===== config.mk =====
export PLATFORM = sky130hd
export DESIGN_NAME = bus_arbiter
export DESIGN_NICKNAME = d
export VERILOG_FILES = /design/src/rtl/bus_arbiter.sv
export SDC_FILE = /design/constraint.sdc
export NUM_CORES = 1
export LEC_CHECK = 0
export ABC_CLOCK_PERIOD_IN_PS = 1600
export CAP_MARGIN = 20
export CORE_MARGIN = 2
export CORE_UTILIZATION = 39
export DETAILED_ROUTE_END_ITERATION = 8
export GPL_ROUTABILITY_DRIVEN = 0
export PLACE_DENSITY = 0.86
export RECOVER_POWER = 25
export SKIP_LAST_GASP = 1
export SYNTH_ARGS = -nofsm -noshare
export SYNTH_HDL_FRONTEND = slang
export SYNTH_SLANG_ARGS = --single-unit

===== constraint.sdc =====
create_clock -name clk -period 1.6 [get_ports clk]
set_input_delay 0.24 -clock clk [delete_from_list [all_inputs] [get_ports clk]]
set_output_delay 0.24 -clock clk [all_outputs]
set_load 0.005 [all_outputs]

===== src/rtl/bus_arbiter.sv =====
// bus_arbiter: registers the round-robin encoder's choice as a bus grant, runs
// the grant/acknowledge handshake, tracks bus ownership and revokes grants that
// are never acknowledged.
module bus_arbiter #(
  parameter int unsigned GRANT_TIMEOUT = 15
) (
  input  logic       clk,
  input  logic       reset_n,
  input  logic [4:0] requests,
  input  logic [4:0] ack,
  input  logic       bus_idle,
  output logic [4:0] rr_requests,
  output logic [4:0] rr_previous_grant,
  input  logic [4:0] rr_grant,
  output logic [4:0] grant,
  output logic [4:0] owner,
  output logic       busy,
  output logic       timeout
);

  localparam int unsigned NUM_MASTERS = 5;
  localparam int unsigned CNT_W       = $clog2(GRANT_TIMEOUT + 1);
  localparam logic [CNT_W-1:0] CNT_LAST = CNT_W'(GRANT_TIMEOUT - 1);

  typedef enum logic [1:0] {
    IDLE    = 2'd0,
    GRANTED = 2'd1,
    OWNED   = 2'd2
  } state_t;

  state_t                 state, state_next;
  logic [NUM_MASTERS-1:0] grant_next, owner_next;
  logic [NUM_MASTERS-1:0] prev_grant, prev_grant_next;
  logic [CNT_W-1:0]       counter, counter_next;
  logic                   timeout_next, busy_next;
  logic                   granted_ack, granted_req, owner_ack;

  // Encoder inputs: live request vector and the last issued grant
  assign rr_requests       = requests;
  assign rr_previous_grant = prev_grant;

  // Per-master qualifiers for the currently granted / owning master
  assign granted_ack = |(ack & grant);
  assign granted_req = |(requests & grant);
  assign owner_ack   = |(ack & owner);

  // State and output registers
  always_ff @(posedge clk or negedge reset_n) begin
    if (!reset_n) begin
      state      <= IDLE;
      grant      <= '0;
      owner      <= '0;
      prev_grant <= '0;
      counter    <= '0;
      timeout    <= 1'b0;
      busy       <= 1'b0;
    end else begin
      state      <= state_next;
      grant      <= grant_next;
      owner      <= owner_next;
      prev_grant <= prev_grant_next;
      counter    <= counter_next;
      timeout    <= timeout_next;
      busy       <= busy_next;
    end
  end

  // Next-state and next-output logic
  always_comb begin
    state_next      = state;
    grant_next      = grant;
    owner_next      = owner;
    prev_grant_next = prev_grant;
    counter_next    = counter;
    timeout_next    = 1'b0;

    case (state)
      IDLE: begin
        grant_next = '0;
        owner_next = '0;
        // Only start a new grant on a quiet bus with nobody still driving it
        if (bus_idle && (ack == '0) && (rr_grant != '0)) begin
          grant_next      = rr_grant;
          prev_grant_next = rr_grant;
          counter_next    = '0;
          state_next      = GRANTED;
        end
      end

      GRANTED: begin
        if (granted_ack) begin
          grant_next = '0;
          owner_next = grant;
          state_next = OWNED;
        end else if (!granted_req) begin
          grant_next = '0;
          state_next = IDLE;
        end else if (counter == CNT_LAST) begin
          grant_next   = '0;
          timeout_next = 1'b1;
          state_next   = IDLE;
        end else begin
          counter_next = counter + CNT_W'(1);
        end
      end

      OWNED: begin
        grant_next = '0;
        // Owner dropping its acknowledge hands the bus back
        if (!owner_ack) begin
          owner_next = '0;
          state_next = IDLE;
        end
      end

      default: begin
        grant_next = '0;
        owner_next = '0;
        state_next = IDLE;
      end
    endcase

    busy_next = (state_next != IDLE);
  end

endmodule


# Word level (Yosys, flattened, before mapping)
# Index checks and enable logic that the tools add are counted.
op_classes:
  n_eq_ne: 10
  add_sub_neg: 1
  reduce_logical: 13
  bitwise: 3
  mux: 23
op_table:
  columns: ["cell", "count"]
  rows:
  - ["$mux 5", 6]
  - ["$pmux 5 s2", 2]
  - ["$mux 4", 4]
  - ["$and 5x5->5", 3]
  - ["$reduce_or 5->1", 3]
  - ["$ne 2x2->1 const B", 6]
  - ["$mux 2", 5]
  - ["$pmux 4 s2", 1]
  - ["$pmux 2 s3", 1]
  - ["$logic_not 5->1", 1]
  - ["$reduce_and 5->1", 1]
  - ["$reduce_bool 5->1", 1]
  - ["$add 4x1->4 const B", 1]
  - ["$eq 4x4->1 const B", 1]
  - ["$mux 1", 4]
  - ["$ne 4x4->1 const B", 1]
  - ["$reduce_and 2->1", 2]
  - ["$reduce_bool 2->1", 2]
  - ["$eq 2x1->1 const B", 1]
  - ["$eq 2x2->1 const B", 1]
  - ["$logic_and 1x1->1", 2]
  - ["$logic_not 2->1", 1]
word_totals:
  word_cells: 57
  reg_bits: 23
  inputBits: 18

# Longest topological paths before layout
# Gate-level depths: netlist (run 1).
depth:
  word_depth: 6
  depth_mapped: 6
  depth_no_buf: 6

# Least setup slack after synthesis (run 1)
# Ideal clock, no wire load.
synth_timing:
  kind: "reg2reg"
  startpoint: "register grant[0]"
  endpoint: "register counter[2]"
  setup_slack_ns: 0.045
  required_ns: 1.474
  arrival_ns: 1.429
  period_less_slack_ns: 1.555
  path_stages_with_launch: 5
  n_path_buf: 0
  setup_ns: 0.126
  cell_sequence: "dfrtp_1 -> a222oi_1 -> and3_2 -> nand3_2 -> a311o_1"
synth_between:
  elab_chain_len: 4
synth_rtl:
  columns: ["item", "line_no", "text"]
  rows:
  - ["from (decl)", "15", "output logic [4:0] grant,"]
  - ["from (signal assigned)", "59", "grant <= grant_next;"]
  - ["$and 5x5->5 (on tied branches)", "44, 43", null]
  - ["$reduce_or 5->1 (on tied branches)", "44, 43", null]
  - ["$ne 2x2->1 (no source line)", null, null]
  - ["$reduce_and 5->1 (no source line) (*)", null, null]
  - ["to (signal assigned)", "62", "counter <= counter_next;"]
  - ["to (decl)", "34", "logic [CNT_W-1:0] counter, counter_next;"]
# Every way passes the cells marked *; elsewhere a longest branch is shown, timed or not.
# A chain may end at the register's enable or synchronous reset.

# Final worst setup path (run 1)
# Ends and elaborated chain as after synthesis.

==> results.toml, run 1 <==
[floorplanning]
start_util_pct = 40.6
die_w_um = 57.1
fp.dieH_um = 57.1
core_mm2 = 0.00271
ioPinCount = 40
die_area_mm2 = 0.00326
fp-row-count = 19

[clock_network]
tritoncts = "yes"
htreeDepth = 1
numCtsBuffers = 3
insertion_delay_ns = 0.31
cts-root-buf = "clkbuf_4"
path_clk_slew_ns = 0.12
clockBufferDepth = 2
cts_sinks = 23

[setup_path]
path_class = "flop to flop"
startpoint = "grant[0]$_DFFE_PN0P_"
critPathLaunchType = "flop"
critPathArrivalTime_ns = 1.82
cp_cell_sequence = "a222oi_1, nand2_1, nand3_4, nor4b_2, a311o_1"
r2r_slack_ns = -0.02
slowest_stage = "dfrtp_1"
crit_end = "counter[2]$_DFFE_PN0P_"
r2r_end = "counter[2]$_DFFE_PN0P_"
r2r-start = "grant[0]$_DFFE_PN0P_"
cp-end-kind = "flop"
max_stage_delay_ns = 0.44
worstRegToRegCells = 5
cp_max_fo = 6
crit_required_ns = 1.80

[power_and_ir_drop]
power.internal_w = 0.000810
p_per_area_mw_per_mm2 = 648
seq_power_share_pct = 59.1
p_clk_share_pct = 24.7
peakVddDrop_mv = 0.546
switching_share_pct = 23.3
p_leak_nw = 0.762
p_comb_share_pct = 16.2
switchingPower_w = 0.000245

[yosys]
syn_inst = 104
netlist_area_mm2 = 0.00110
synth_nets = 124
avgSynthCellArea_um2 = 10.6
synth_top_area_cell = "dfrtp_1"
async_flop_share_pct = 100
synth-main-ff-cell = "dfrtp_1"
ys_seq_area_share_pct = 52.3
synth-seq-cells = 23
yosys.area.top_type_share_pct = 52.3
synth_edf_count = 0
yosys_warnings = 0
synthDistinctLibCells = 30
netlist_top_cells_area = "dfrtp_1 (52%), nand2_1 (7.8%), a22o_1 (4.0%)"

[run]
maxCapViolations = 0

[cells_and_area]
drive_above_1_share_pct = 14.5
fillers = 234
regArea_um2 = 576
syn2layout_area_growth_pct = 48.1
final_cells = 183
diodes = 0
multiInputGateArea_um2 = 499
nNetsFinal = 173
mostFrequentLayoutCells = "clkdlybuf4s50_1 (35), nand2_1 (23), dfrtp_1 (23)"
layout_commonest_cell = "clkdlybuf4s50_1"

[min_path]
min_path_type = "input port to flop"
holdPathStages = 3

[drt]
drt_iter0_drc = 33
wire_per_inst_um = 15.2
vias_per_cell = 5.32
via_count = 974
drc = 0
ant_nets = 0
drt_wl_total_mm = 2.78
drt_pass1_iterations = 4

[sta]
slew_headroom_pct = 62.4
finalCritPeriodShare_pct = 101
tightest_slew_ns = 0.564
setup_tns_ns = -0.0222
fmax_ghz = 0.616
finClkSkew_ns = 0.00589
setup_viol = 1
layout_setup_ws_ns = -0.0222
min_period_ns = 1.62
hold_viol_final = 0
rsz0062_at_grt = "yes"
slew_viol_final = 0

[outcome]
violations = "setup timing"
status = "finished with violations"

[placed_design]
dp_slack_ns = -0.346
dpl.hpwl_mm = 2.07
port_buffers = 39
dp_cells = 176

[grt]
antenna_found_initial = 0
track_usage_pct = 17.4
grt_first_pass_wirelength_mm = 4.33
grt_max_degree = 24
gr-total-overflow = 0
grt_pass1_vias = 994
[metrics by stage]
step / hold WS [ns] / cell area [µm²] / util, % / power (W)
after CTS: 0.272 / 1600 / 58.9 / 0.00106
after global routing: 0.330 / 1630 / 60.1 / 0.00110
after global placement: 0.464 / 1540 / 57.0 / 0.000797
final: 0.321 / 1630 / 60.1 / 0.00106
after floorplan: -0.0556 / 1100 / - / 0.000672
after detailed placement: 0.460 / 1540 / 57.0 / 0.000801
[worst max-delay path: cells and delay by family, from the launching register on]
family / cells / cell delay (ns)
compound gates: 2 / 0.64
flops: 1 / 0.44
simple gates: 3 / 0.43
[flip-flops by register name (all words and copies together) (netlist names)]
register,count
timeout,1
counter,4
grant,5
state,2
owner,5
rr_previous_grant,5
busy,1
[worst min-delay path by stage]
stage | from | endpoint | slack (ns)
4_1_cts | reset_n | owner[1]$_DFFE_PN0P_ | 0.27
2_1_floorplan | reset_n | busy$_DFF_PN0_ | -0.06
3_5_place_dp | rr_previous_grant[3]$_DFFE_PN0P_ | rr_previous_grant[3]$_DFFE_PN0P_ | 0.46
3_3_place_gp | rr_previous_grant[0]$_DFFE_PN0P_ | rr_previous_grant[0]$_DFFE_PN0P_ | 0.46
6_report | rr_grant[2] | rr_previous_grant[2]$_DFFE_PN0P_ | 0.32
5_1_grt | rr_grant[2] | rr_previous_grant[2]$_DFFE_PN0P_ | 0.33
[layout make-up]
cell class,count,area share [%]
Multi-Input combinational cell,70,30.6
Clock buffer,4,1.61
Inverter,6,1.38
Tap cell,31,2.38
Sequential cell,23,35.3
Timing Repair Buffer,49,28.6
[cell usage after synthesis (2+ instances only)]
cell and count:
and3_1 2, dfrtp_1 23, nand2b_1 2, ha_1 2
a222oi_1 3, mux2i_1 2, buf_4 5, o21ai_0 2
nand3_1 4, a22oi_1 2, a22o_1 5, nand2_1 23
inv_1 6, o21ai_1 5, nor2_1 3
[metal layers]
metal,global-route usage (%),vias to the layer above,routed length (µm)
met3,3.17,4,137
li1,-,466,-
met4,7.31,0,38
met5,0,-,0
met1,20.5,472,1170
met2,31.0,32,1430
[cell families (layout without fill, tap and decap cells)]
family,after synthesis,in the layout,share of synthesized area (%)
AO/OA/AOI/OAI,21,21,15.7
adder cells (fa/ha/maj),2,2,2.27
buffers and inverters,11,59,5.46
flip-flops,23,23,52.3
multiplexers,2,2,1.82
AND/OR/NAND/NOR,45,45,22.4
[power groups by stage]
stage               Sequential [W]  Clock (W)  Combinational, W
finish                    0.000623   0.000261          0.000171
global route              0.000627   0.000289          0.000184
CTS                       0.000623   0.000269          0.000171
detailed placement        0.000631          0          0.000170
global placement          0.000632          0          0.000165
floorplan                 0.000633          0         0.0000387
[what timing repair did]
| item | in CTS | in global routing |
|---|---|---|
| hold endpoints to repair | 0 | 0 |
| setup endpoints to repair | 5 | 4 |
| pin swaps | 5 | 2 |
| hold buffers | 0 | 0 |
| cloned | 0 | 0 |
| setup buffers | 2 | 1 |
| gates resized for setup | 5 | 5 |
No activity file was read; power rests on OpenSTA's default activity.
==> run 2, diff against run 1 <==
--- a/config.mk
+++ b/config.mk
@@ -13,6 +13,7 @@
 export GPL_ROUTABILITY_DRIVEN = 0
 export PLACE_DENSITY = 0.86
 export RECOVER_POWER = 25
+export REMOVE_ABC_BUFFERS = 1
 export SKIP_LAST_GASP = 1
 export SYNTH_ARGS = -nofsm -noshare
 export SYNTH_HDL_FRONTEND = slang
==> results.toml, run 2 (synthesis results as in run 1) <==
[clock_network]
holdBufCountCts = 0
tritoncts = "yes"
numCtsBuffers = 3
cts-root-buf = "clkbuf_4"
path_clk_slew_ns = 0.12
clockBufferDepth = 2
cts_sinks = 23
insertion_delay_ns = 0.31
htreeDepth = 1

[grt]
grt_pass1_vias = 1015
gr-total-overflow = 0
grt_first_pass_wirelength_mm = 4.49
grt_max_degree = 24
track_usage_pct = 18.1
antenna_found_initial = 0

[outcome]
violations = "setup timing"
status = "finished with violations"

[cells_and_area]
multiInputGateArea_um2 = 502
syn2layout_area_growth_pct = 49.7
regArea_um2 = 578
layout_commonest_cell = "clkdlybuf4s50_1"
mostFrequentLayoutCells = "clkdlybuf4s50_1 (36), nand2_1 (22), dfrtp_1 (21)"
postLayoutCellArea_mm2 = 0.00165
fillers = 245
diodes = 0
drive_above_1_share_pct = 17.0
nNetsFinal = 174

[floorplanning]
die_area_mm2 = 0.00326
ioPinCount = 40
die_w_um = 57.1
fp-row-count = 19
start_util_pct = 40.6
core_mm2 = 0.00271
fp.dieH_um = 57.1

[power_and_ir_drop]
peakVddDrop_mv = 0.454
p_comb_share_pct = 16.5
total_power_w = 0.00106
p_per_area_mw_per_mm2 = 643
power.internal_w = 0.000812
seq_power_share_pct = 58.8
p_clk_share_pct = 24.7
switchingPower_w = 0.000247
p_leak_nw = 0.750
switching_share_pct = 23.3

[placed_design]
dpl.hpwl_mm = 2.18
place_area_mm2 = 0.00156
port_buffers = 39

[sta]
fmax_ghz = 0.610
min_period_ns = 1.64
layout_setup_ws_ns = -0.0398
slew_headroom_pct = 62.9
tightest_slew_ns = 0.557
setup_viol = 2
rsz0062_at_grt = "yes"
slew_viol_final = 0
hold_viol_final = 0
finalCritPeriodShare_pct = 102
finClkSkew_ns = 0.00637

[setup_path]
critPathArrivalTime_ns = 1.89
worst-path-buf-inv = 0
crit_required_ns = 1.85
max_stage_delay_ns = 0.45
path_class = "flop to flop"
cp_max_fo = 5
path_delay_family = "simple AND/OR/NAND/NOR gates"
critPathLaunchType = "flop"
cp-end-kind = "flop"
cp_cell_sequence = "a222oi_1, and3_4, nand3_4, nor4b_2, a311o_1"
slowest_stage = "dfrtp_2"

[drt]
drc = 0
drt_iter0_drc = 40
wire_per_inst_um = 15.3
drt_wl_total_mm = 2.81
drt_pass1_iterations = 4
via_count = 1004
vias_per_cell = 5.46
ant_nets = 0

[run]
maxCapViolations = 0

[min_path]
min_path_type = "input port to async pin"
-- run 2: area by class of cell --
cell class / count / share of cell area [%]
Clock buffer: 4 / 1.60
Inverter: 6 / 1.37
Multi-Input combinational cell: 70 / 30.5
Sequential cell: 23 / 35.1
Tap cell: 31 / 2.36
Timing Repair Buffer: 50 / 29.1
-- run 2: through the flow --
step / setup TNS (ns) / hold WS (ns) / worst slack (ns) / std cells / util, %
detailed placement: -4.70 / 0.462 / -0.349 / 178 / 57.5
CTS: -0.0132 / 0.276 / -0.0132 / 183 / 60.4
global route: -0.254 / 0.473 / -0.0997 / 184 / 60.8
finish: -0.0673 / 0.436 / -0.0398 / 184 / 60.8
floorplan: 0 / -0.0556 / 0.0448 / 99 / -
global placement: -4.19 / 0.463 / -0.318 / 178 / 57.5
-- run 2: timing repair --
item,CTS,global route
pin swaps,4,1
setup buffers,1,1
resized for setup,10,4
endpoints found under the hold margin,0,0
setup endpoints to repair,5,13
-- run 2: worst paths after layout --
check	startpoint	cells past startpoint	slack [ns]	endpoint
max	grant[0]$_DFFE_PN0P_	5	-0.04	counter[2]$_DFFE_PN0P_
min	reset_n	2	0.44	busy$_DFF_PN0_
max reg2reg	grant[0]$_DFFE_PN0P_	5	-0.04	counter[2]$_DFFE_PN0P_
min reg2reg	rr_previous_grant[0]$_DFFE_PN0P_	2	0.50	rr_previous_grant[0]$_DFFE_PN0P_
max in group asynchronous	reset_n	2	0.77	grant[1]$_DFFE_PN0P_
min in group clk	rr_previous_grant[0]$_DFFE_PN0P_	2	0.50	rr_previous_grant[0]$_DFFE_PN0P_
-- run 2: power by group through the flow --
| stage | logic [W] | registers [W] | clock network (W) |
|---|---|---|---|
| after floorplan | 0.0000286 | 0.000633 | 0 |
| after global placement | 0.000168 | 0.000632 | 0 |
| after detailed placement | 0.000173 | 0.000632 | 0 |
| after CTS | 0.000178 | 0.000623 | 0.000268 |
| after global routing | 0.000189 | 0.000627 | 0.000295 |
| final | 0.000174 | 0.000623 | 0.000262 |
-- run 2: metal layers --
layer | up-vias | GRT usage (%) | routed length [µm]
met5 | - | 0 | 0
met4 | 0 | 10.3 | 95
met3 | 11 | 3.40 | 173
met2 | 53 | 30.7 | 1380
met1 | 471 | 21.5 | 1160
li1 | 469 | - | -
